`src/rtl/interrupt_controller_if.sv`:
```
// CPU port-I/O bus between the pipeline's OUT/IN logic and a memory-mapped peripheral.
// Master drives address/data/strobe, slave returns combinational read data and hit.
interface interrupt_controller_if;
  logic [7:0] port_id;
  logic [7:0] out_port;
  logic       io_strb;
  logic [7:0] rd_data;
  logic       rd_hit;

  modport master (
    output port_id,
    output out_port,
    output io_strb,
    input  rd_data,
    input  rd_hit
  );

  modport slave (
    input  port_id,
    input  out_port,
    input  io_strb,
    output rd_data,
    output rd_hit
  );
endinterface

```
`src/rtl/interrupt_controller.sv`:
```
// Synchronises, edge-detects and latches external interrupt sources, masks them and
// raises a one-cycle request to the pipeline at a safe point when interrupts are enabled.
module interrupt_controller #(
  parameter int unsigned NUM_SRC   = 4,
  parameter logic [7:0]  MASK_PORT = 8'hE0,
  parameter logic [7:0]  PEND_PORT = 8'hE1,
  parameter logic [7:0]  ID_PORT   = 8'hE2
) (
  input  logic                       clk,
  input  logic                       rst,
  input  logic [NUM_SRC-1:0]         irq_src,
  input  logic                       i_flag,
  input  logic                       pipe_busy,
  interrupt_controller_if.slave      bus,
  output logic                       cpu_int
);

  localparam int unsigned DW   = 8;
  localparam int unsigned IDXW = 3;

  typedef enum logic [1:0] {
    IDLE     = 2'd0,
    REQ      = 2'd1,
    WAIT_ACK = 2'd2,
    SERVICE  = 2'd3
  } state_t;

  state_t             state;
  logic [NUM_SRC-1:0] s1;
  logic [NUM_SRC-1:0] s2;
  logic [NUM_SRC-1:0] h;
  logic [NUM_SRC-1:0] pend;
  logic [NUM_SRC-1:0] mask;
  logic [NUM_SRC-1:0] rise;
  logic [NUM_SRC-1:0] pend_clr;
  logic [NUM_SRC-1:0] active;
  logic               mask_wr;
  logic               req;
  logic               found;
  logic [IDXW-1:0]    idx;
  logic               unused_out_port;

  // Two-flop synchroniser plus history flop for rising-edge detection
  always_ff @(posedge clk) begin
    if (!rst) begin
      s1 <= '0;
      s2 <= '0;
      h  <= '0;
    end else begin
      s1 <= irq_src;
      s2 <= s1;
      h  <= s2;
    end
  end

  assign rise     = s2 & ~h;
  assign mask_wr  = bus.io_strb && (bus.port_id == MASK_PORT);
  assign pend_clr = (bus.io_strb && (bus.port_id == PEND_PORT)) ?
                    bus.out_port[NUM_SRC-1:0] : '0;
  assign unused_out_port = ^bus.out_port;

  // A new edge overrides a simultaneous write-1-to-clear on the same bit
  always_ff @(posedge clk) begin
    if (!rst) begin
      pend <= '0;
      mask <= '0;
    end else begin
      pend <= (pend & ~pend_clr) | rise;
      if (mask_wr) begin
        mask <= bus.out_port[NUM_SRC-1:0];
      end
    end
  end

  assign active = pend & mask;
  assign req    = |active;

  // Lowest-index eligible source wins
  always_comb begin
    found = 1'b0;
    idx   = '0;
    for (int i = int'(NUM_SRC) - 1; i >= 0; i--) begin
      if (active[i]) begin
        found = 1'b1;
        idx   = IDXW'(i);
      end
    end
  end

  always_comb begin
    bus.rd_data = '0;
    bus.rd_hit  = 1'b0;
    if (bus.port_id == MASK_PORT) begin
      bus.rd_data = DW'(mask);
      bus.rd_hit  = 1'b1;
    end else if (bus.port_id == PEND_PORT) begin
      bus.rd_data = DW'(pend);
      bus.rd_hit  = 1'b1;
    end else if (bus.port_id == ID_PORT) begin
      bus.rd_data = found ? {1'b0, 4'b0, idx} : 8'h80;
      bus.rd_hit  = 1'b1;
    end
  end

  // Request handshake: pulse, wait for the CPU to clear I, then wait for RETIE
  always_ff @(posedge clk) begin
    if (!rst) begin
      state   <= IDLE;
      cpu_int <= 1'b0;
    end else begin
      cpu_int <= 1'b0;
      case (state)
        IDLE: begin
          if (req && i_flag && !pipe_busy) begin
            state   <= REQ;
            cpu_int <= 1'b1;
          end
        end
        REQ:      state <= WAIT_ACK;
        WAIT_ACK: if (!i_flag) state <= SERVICE;
        SERVICE:  if (i_flag)  state <= IDLE;
        default:  state <= IDLE;
      endcase
    end
  end

endmodule

```
`src/flat_wrapper.sv`:
```
// flat-port wrapper written by rule: the top's interface ports become plain ports
module interrupt_controller_flat 
#(
  parameter int unsigned NUM_SRC   = 4,
  parameter logic [7:0]  MASK_PORT = 8'hE0,
  parameter logic [7:0]  PEND_PORT = 8'hE1,
  parameter logic [7:0]  ID_PORT   = 8'hE2
)
  (clk, rst, irq_src, i_flag, pipe_busy, cpu_int, bus_port_id, bus_out_port, bus_io_strb, bus_rd_data, bus_rd_hit);
  interrupt_controller_if bus_i ();
  input  logic clk;
  input  logic rst;
  input  logic [NUM_SRC-1:0] irq_src;
  input  logic i_flag;
  input  logic pipe_busy;
  output logic cpu_int;
  input wire logic [$bits(bus_i.port_id)-1:0] bus_port_id;
  input wire logic [$bits(bus_i.out_port)-1:0] bus_out_port;
  input wire logic [$bits(bus_i.io_strb)-1:0] bus_io_strb;
  output wire logic [$bits(bus_i.rd_data)-1:0] bus_rd_data;
  output wire logic [$bits(bus_i.rd_hit)-1:0] bus_rd_hit;
  assign bus_i.port_id = bus_port_id;
  assign bus_i.out_port = bus_out_port;
  assign bus_i.io_strb = bus_io_strb;
  assign bus_rd_data = bus_i.rd_data;
  assign bus_rd_hit = bus_i.rd_hit;
  interrupt_controller #(.NUM_SRC(NUM_SRC), .MASK_PORT(MASK_PORT), .PEND_PORT(PEND_PORT), .ID_PORT(ID_PORT)) u_core (.clk(clk), .rst(rst), .irq_src(irq_src), .i_flag(i_flag), .pipe_busy(pipe_busy), .bus(bus_i), .cpu_int(cpu_int));
endmodule
```
`config.mk`:
```
export PLATFORM = sky130hd
export DESIGN_NAME = interrupt_controller_flat
export DESIGN_NICKNAME = d
export VERILOG_FILES = /design/src/rtl/interrupt_controller_if.sv /design/src/rtl/interrupt_controller.sv /design/src/flat_wrapper.sv
export SDC_FILE = /design/constraint.sdc
export NUM_CORES = 1
export LEC_CHECK = 0
export CAP_MARGIN = 20
export CORE_ASPECT_RATIO = 0.6
export CORE_MARGIN = 5
export CORE_UTILIZATION = 46
export CTS_BUF_LIST = sky130_fd_sc_hd__clkbuf_8
export DETAILED_ROUTE_END_ITERATION = 8
export PLACE_DENSITY = 0.89
export SETUP_SLACK_MARGIN = 0.3
export SYNTH_ARGS = -nofsm -noshare
export SYNTH_HDL_FRONTEND = slang
export SYNTH_SLANG_ARGS = --single-unit
```
`constraint.sdc`:
```
create_clock -name clk -period 1.7 [get_ports clk]
set_input_delay 0.51 -clock clk [delete_from_list [all_inputs] [get_ports clk]]
set_output_delay 0.51 -clock clk [all_outputs]
set_load 0.01 [all_outputs]
```
==> results of run 1 <==
[cell usage in the layout (no fill, tap or decap), types with 2 or more instances in the layout]
cell and n:
conb_1 3, nand2_4 2, buf_6 7, nor2_1 3
clkdlybuf4s50_1 10, buf_4 19, o21ai_1 4, mux2i_1 6
dlygate4sd2_1 2, and2_1 12, a21boi_1 4, inv_1 3
mux2i_2 2, nor3_2 2, nand2b_1 4, dfxtp_2 6
dfxtp_1 15, nor2b_1 5, a21oi_2 3, dfxtp_4 2
nand2_1 10, clkbuf_8 3, clkdlybuf4s15_2 2, buf_2 9
ha_1 3
[synthesized netlist by cell type (all sizes together) (2+ instances only)]
cell type  instances  area [µm²]
inv                3        11.3
nor2               5        18.8
nand2             13        48.8
and2              12        75.1
mux2i              8        80.1
nor3               2        10.0
ha                 3        37.5
o21ai              5        25.0
nor2b              6        37.5
clkbuf             2        7.51
a21oi              3        15.0
dfxtp             23         460
nand2b             4        25.0
buf                5        31.3
a21boi             4        30.0
[through the flow]
stage | setup slack, ns | TNS, ns | util, % | hold WS (ns) | area, µm²
final | -0.250 | -1.24 | 75.5 | 0.435 | 1630
after CTS | -0.263 | -0.999 | 73.3 | 0.439 | 1590
after floorplan | -0.0522 | -0.0522 | - | 0.412 | 1090
after detailed placement | -1.01 | -8.72 | 67.8 | 0.421 | 1470
after global routing | -0.312 | -1.56 | 75.5 | 0.443 | 1630
after global placement | -0.971 | -8.17 | 67.8 | 0.414 | 1470
[cell families after synthesis]
group,Yosys count
buffers and inverters,11
and+or+nand+nor,46
DFF,23
AOI/OAI and AO/OA,20
other,1
muxes,8
adders and majority gates,3
[critical path: stages]
cell	delay, ns
buf_6	0.09
and4bb_2	0.33
nand2_4	0.09
nor4bb_4	0.25
buf_2	0.17
[where the power goes]
part           total (mW)  switching [mW]  leakage (nW)  internal (mW)
logic               0.138          0.0554         0.478         0.0829
registers           0.563         0.00946         0.192          0.554
clock network       0.316           0.155        0.0269          0.161
[area by class of cell]
type	instances	area [µm²]
clock inverter	1	3.75
fill	155	531
multi-input combinational	80	628
tap	30	37.5
inverter	4	22.5
sequential	23	475
clock buffer	3	41.3
timing repair buffer	51	424
[worst max path at each step]
| stage | to | start | depth (start not counted) |
|---|---|---|---|
| 2_1_floorplan | bus_rd_data[7] | bus_port_id[2] | 3 |
| 3_3_place_gp | bus_rd_data[7] | bus_port_id[2] | 5 |
| 3_5_place_dp | bus_rd_data[7] | bus_port_id[7] | 5 |
| 4_1_cts | bus_rd_data[7] | bus_port_id[2] | 5 |
| 5_1_grt | bus_rd_data[7] | bus_port_id[3] | 5 |
| 6_report | bus_rd_data[7] | bus_port_id[3] | 5 |
[state kept, by name, indices dropped and copies added, names as in the netlist]
register,count
u_core.mask,4
u_core.pend,4
u_core.cpu_int,1
u_core.s2,4
u_core.s1,4
u_core.state,2
u_core.h,4
[repair_timing]
action                     CTS  global route
setup endpoints to repair   17            16
pin swaps                   14            12
setup buffers                5             3
gates resized for setup     88             8
[routing by layer]
layer  vias to the layer above  part of all wire [%]  global-route usage [%]
li1                        474                     -                       -
met1                       437                    41                    19.2
met2                        37                    50                    35.6
met3                         5                   8.1                    5.77
met4                         0                   1.3                    3.37
met5                         -                     0                       0
==> reports/metrics.yaml, run 1 <==
status: "finished, violations left"
violations: "negative setup slack"
hold_viol_final: 0
power.leakage_nw: 0.697
synthFlopType: "dfxtp_1"
cts_hold_buf: 0
critical_path.startpoint_type: "input port"
globalRoute.totalOverflow: 0
synth-seq-cells: 23
gp_congestion: 0.909
clock-sinks: 23
portBuffers: 27
nets: 191
fin_crit_ns: 1.95
coreArea_mm2: 0.00216
critPathCaptureType: "primary output"
clk_pin_slew_ns: 0.07
setup_viol: 6
finalWirelength_um: 2760
ant_nets: 0
grtUsageTotal_pct: 17.8
rsz0062_at_grt: "true"
arrival_ns: 1.44
die_area_mm2: 0.00337
die_x_um: 71.7
vdd_ir_drop_max_mv: 0.609
fp.dieH_um: 47.0
cts_tree: "yes"
synth_seq_area_share_pct: 43.9
yosys.area_share.simple_pct: 24.1
r2r_start: "u_core.mask[3]"
synth_cells: 112
grt_pass1_wl_um: 4420
antennaDiodeCount: 0
hold_path_class: "reg -> reg"
worstHoldEndpoint: "u_core.s2[2]"
synth-compound-area-share_pct: 14.1
drive_gt1_share_pct: 43.8
viasPerCell: 4.96
synth_fa_ha_area_share_pct: 3.58
yosysWarnings: 0
post-route-period-util_pct: 115
avgSynthCellArea_um2: 9.37
synth_top_family_by_area: "simple AND/OR/NAND/NOR gates"
vias: 953
slew_viol_final: 0
area_growth_pct: 55.5
dr.pass1.iters: 4
htreeDepth: 1
fmax_mhz: 513
power_density_mw_per_mm2: 623
yosysUniqueCellTypes: 33
fin_ws_ns: -0.250
min-delay-start: "u_core.s1[2]"
fp-row-count: 13
cts-root-buf: "clkbuf_8"
synth.cell_area_mm2: 0.00105
grt_max_degree: 21
dp_cells: 180
r2r-end: "u_core.state[1]"
ff2ff_path_depth: 5
reg2reg_slack_ns: 0.20
finalNonFillerCells: 192
clockBufferDepth: 2
insertion_delay_ns: 0.26
hold_path_depth: 1
drt-initial-drc-count: 60
wl_per_cell_um: 14.4
async_reset_ff_share_pct: 0
initial_core_util_pct: 48.5
critical_path.max_fanout: 5
finalPower_mw: 1.02
cts_buffers: 3
required_ns: 1.19
grt_antenna_before_repair: 0
post-dp-hpwl_um: 1840
skew_ns: 0.00232
synth_edf_count: 0
synth-xor-area-share_pct: 0
worstSetupPathType: "in -> out"
drc: 0
ios: 35
grt_pass1_vias: 945
cap_violations: 0
synth_mux_area_share_pct: 7.63
(Power assumes the default switching activity.)
==> run 2: changes to the inputs <==
ABC_AREA = 1   (was default)
CORE_UTILIZATION = 47   (was 46)
CTS_BUF_LIST = sky130_fd_sc_hd__clkbuf_4 sky130_fd_sc_hd__clkbuf_8   (was sky130_fd_sc_hd__clkbuf_8)
PLACE_DENSITY = 0.9   (was 0.89)
==> reports/metrics.yaml, run 2 <==
status: "finished, violations left"
violations: "negative setup slack"
critical_path.max_fanout: 4  # -1
synthTopCellsByArea: "dfxtp_1, nand2_1, inv_1, a21oi_1, ha_1"
async_reset_ff_share_pct: 0  # unchanged
skew_ns: 0.00483  # +0.00251 ns
arrival_ns: 1.43  # about the same
fin_area_mm2: 0.00177  # +8.4%
critPathCaptureType: "primary output"
path_delay_family: "simple AND/OR/NAND/NOR gates"
drive_gt1_share_pct: 37.1  # -6.7 points
grt_antenna_before_repair: 0  # unchanged
post-place-ws_ns: -1.11  # -0.102 ns
synth.cell_area_mm2: 0.00109  # +3.6%
antennaDiodeCount: 0  # unchanged
hold_path_depth: 2  # +1
insertion_delay_ns: 0.26  # about the same
synthFlopType: "dfxtp_1"
dr.pass1.iters: 4  # unchanged
crit_chain: "buf_2 > nand2_4 > nor2_4 > inv_4 > nor3_4 > nand2_1 > nand2_2 > buf_6"
drt-initial-drc-count: 48  # -20%
vias: 1153  # +21%
finalPower_mw: 1.32  # +30%
synth_top_cell_by_area: "dfxtp_1"
yosysTopAreaCellShare_pct: 42.3  # -1.5 points
fin_crit_ns: 1.94  # -0.00783 ns
layout_common_cells: "nand2_1, inv_1, buf_4, dfxtp_1"
path_buf_inv: 3  # +1
rsz0062_at_grt: "true"
die_x_um: 72.1  # +0.59%
fmax_mhz: 515  # +0.40%
synth_mux_area_share_pct: 0  # -7.6 points
synth_fa_ha_area_share_pct: 3.45  # -0.12 points
synth-seq-cells: 23  # unchanged
nets: 239  # +25%
fin_ws_ns: -0.242  # +0.00783 ns
reg2reg_slack_ns: 0.40  # +0.20 ns
fp.dieH_um: 47.3  # +0.53%
initial_core_util_pct: 49.9  # +1.4 points
htreeDepth: 1  # unchanged
worstHoldEndpoint: "u_core.s2[1]"
cp_slowest_stage_delay_ns: 0.18  # -0.15 ns
cap_violations: 0  # unchanged
final_common_cell: "nand2_1"
cts_buffers: 3  # unchanged
viasPerCell: 4.80  # -3.2%
finalNonFillerCells: 240  # +25%
synth-xor-area-share_pct: 0  # unchanged
cts_tree: "yes"
crit_path_top_delay_cell: "nor2_4"
avgSynthCellArea_um2: 7.01  # -25%
yosysWarnings: 0  # unchanged
synth_cells: 155  # +38%
slew_viol_final: 0  # unchanged
required_ns: 1.19  # about the same
worstSetupPathType: "in -> out"
post-route-period-util_pct: 114  # -0.46 points
area_growth_pct: 62.7
vdd_ir_drop_max_mv: 0.565  # -7.2%
grt_max_degree: 15  # -29%
finalSetupTns_ns: -1.21  # +0.0358 ns
grtUsageTotal_pct: 19.2  # +1.4 points
clk_pin_slew_ns: 0.08  # about the same
coreArea_mm2: 0.00218  # +0.75%
min-delay-start: "u_core.s1[1]"
synth_edf_count: 0  # unchanged
dp_cells: 229  # +27%
globalRoute.totalOverflow: 0  # unchanged
cts-root-buf: "clkbuf_8"
power.leakage_nw: 0.955  # +37%
critical_path.startpoint_type: "input port"
r2r-end: "u_core.state[1]"
gp_congestion: 0.896  # -1.4%
ios: 35  # unchanged
die_area_mm2: 0.00341  # +1.1%
synth-compound-area-share_pct: 4.83  # -9.2 points
r2r_start: "u_core.pend[2]"
hold_viol_final: 0  # unchanged
portBuffers: 27  # unchanged
synth_most_common_cell: "nand2_1"
ff2ff_path_depth: 7  # +2
synth_seq_area_share_pct: 42.3  # -1.5 points
post-dp-hpwl_um: 2240  # +22%
fill_cells: 135  # -13%
drc: 0  # unchanged
yosysUniqueCellTypes: 24  # -27%
power_density_mw_per_mm2: 745  # +20%
yosys.area_share.simple_pct: 36.2  # +12 points
finalWirelength_um: 3350  # +21%
grt_pass1_vias: 1104  # +17%
setup_viol: 6  # unchanged
hold_path_class: "reg -> reg"
synth_top_family_by_area: "simple AND/OR/NAND/NOR gates"
cp.depth: 8  # +3
ys_top_cells_by_count: "nand2_1, inv_1, dfxtp_1"
clockBufferDepth: 2  # unchanged
place_area_mm2: 0.00160  # +8.7%
ant_nets: 0  # unchanged
grt_pass1_wl_um: 4840  # +9.5%
wl_per_cell_um: 13.9  # -3.1%
fp-row-count: 13  # unchanged
clock-sinks: 23  # unchanged
[run 2: changes by cell type in the layout (fill, tap and decap cells not counted), sizes merged, moves of 4 or more]
cell,change
a21oi,+5
nor2b,-6
a21boi,-4
or2,+4
and2,-12
buf,+6
inv,+22
nand2,+43
mux2i,-8
nand2b,-4
o21ai,-4
nand3,+8
[run 2: worst max-delay path by stage]
stage | start | endpoint
2_1_floorplan | bus_port_id[4] | bus_rd_data[2]
3_3_place_gp | bus_port_id[4] | bus_rd_data[2]
3_5_place_dp | bus_port_id[4] | bus_rd_data[0]
4_1_cts | bus_port_id[4] | bus_rd_data[0]
5_1_grt | bus_port_id[6] | bus_rd_data[2]
6_report | bus_port_id[6] | bus_rd_data[2]
[run 2: cell families (layout without fill, tap and decap cells)]
kind of cell    count (synthesis)  count (layout)
flops                          23              23
simple gates                   85              85
compound gates                 10              10
buf+inv                        33              86
other cells                     1               3
fa+ha+maj                       3               3
[run 2: per-stage QoR]
stage	hold slack [ns]	utilization [%]
6_report	0.418	81.2
5_1_grt	0.438	81.2
4_1_cts	0.420	78.0
3_5_place_dp	0.402	73.2
3_3_place_gp	0.397	73.2
2_1_floorplan	0.390	-
[run 2: routing by layer]
| layer | GRT usage (%) | wire [µm] | vias to the layer above |
|---|---|---|---|
| met3 | 4.49 | 180 | 20 |
| met1 | 19.2 | 1270 | 505 |
| met5 | 0 | 0 | - |
| li1 | - | - | 575 |
| met2 | 36.5 | 1720 | 53 |
| met4 | 14.6 | 182 | 0 |
[run 2: where the power goes]
part,total [mW],switching (mW),internal [mW]
clock,0.333,0.167,0.166
combinational,0.374,0.215,0.159
sequential,0.611,0.0303,0.581
total,1.32,0.412,0.906
[run 2: cell type report]
| type | count | area [µm²] | share of cell area (%) |
|---|---|---|---|
| Timing Repair Buffer | 55 | 494 | 27.9 |
| Inverter | 27 | 116 | 6.58 |
| Sequential cell | 23 | 460 | 26.0 |
| Clock inverter | 1 | 7.51 | 0.424 |
| Tap cell | 30 | 37.5 | 2.12 |
| Multi-Input combinational cell | 101 | 612 | 34.6 |
| Clock buffer | 3 | 41.3 | 2.33 |
[run 2: worst reg2reg max path: cells and delay by family (launching register included)]
kind / cells / cell delay (ns)
and+or+nand+nor: 4 / 0.43
DFF: 1 / 0.32
AOI/OAI and AO/OA: 2 / 0.30
buffers and inverters: 1 / 0.16
[run 2: what timing repair did]
| item | CTS | global route |
|---|---|---|
| hold buffers | 0 | 0 |
| buffers inserted | 4 | 3 |
| endpoints found under the setup margin | 15 | 13 |
| gates resized for setup | 74 | 13 |
| pin swaps | 15 | 14 |
==> run 3: changes to the inputs <==
CAP_MARGIN = 25   (was 20)
==> results of run 3 <==
No change in the layout: final DEF, timing and power equal those of run 2.
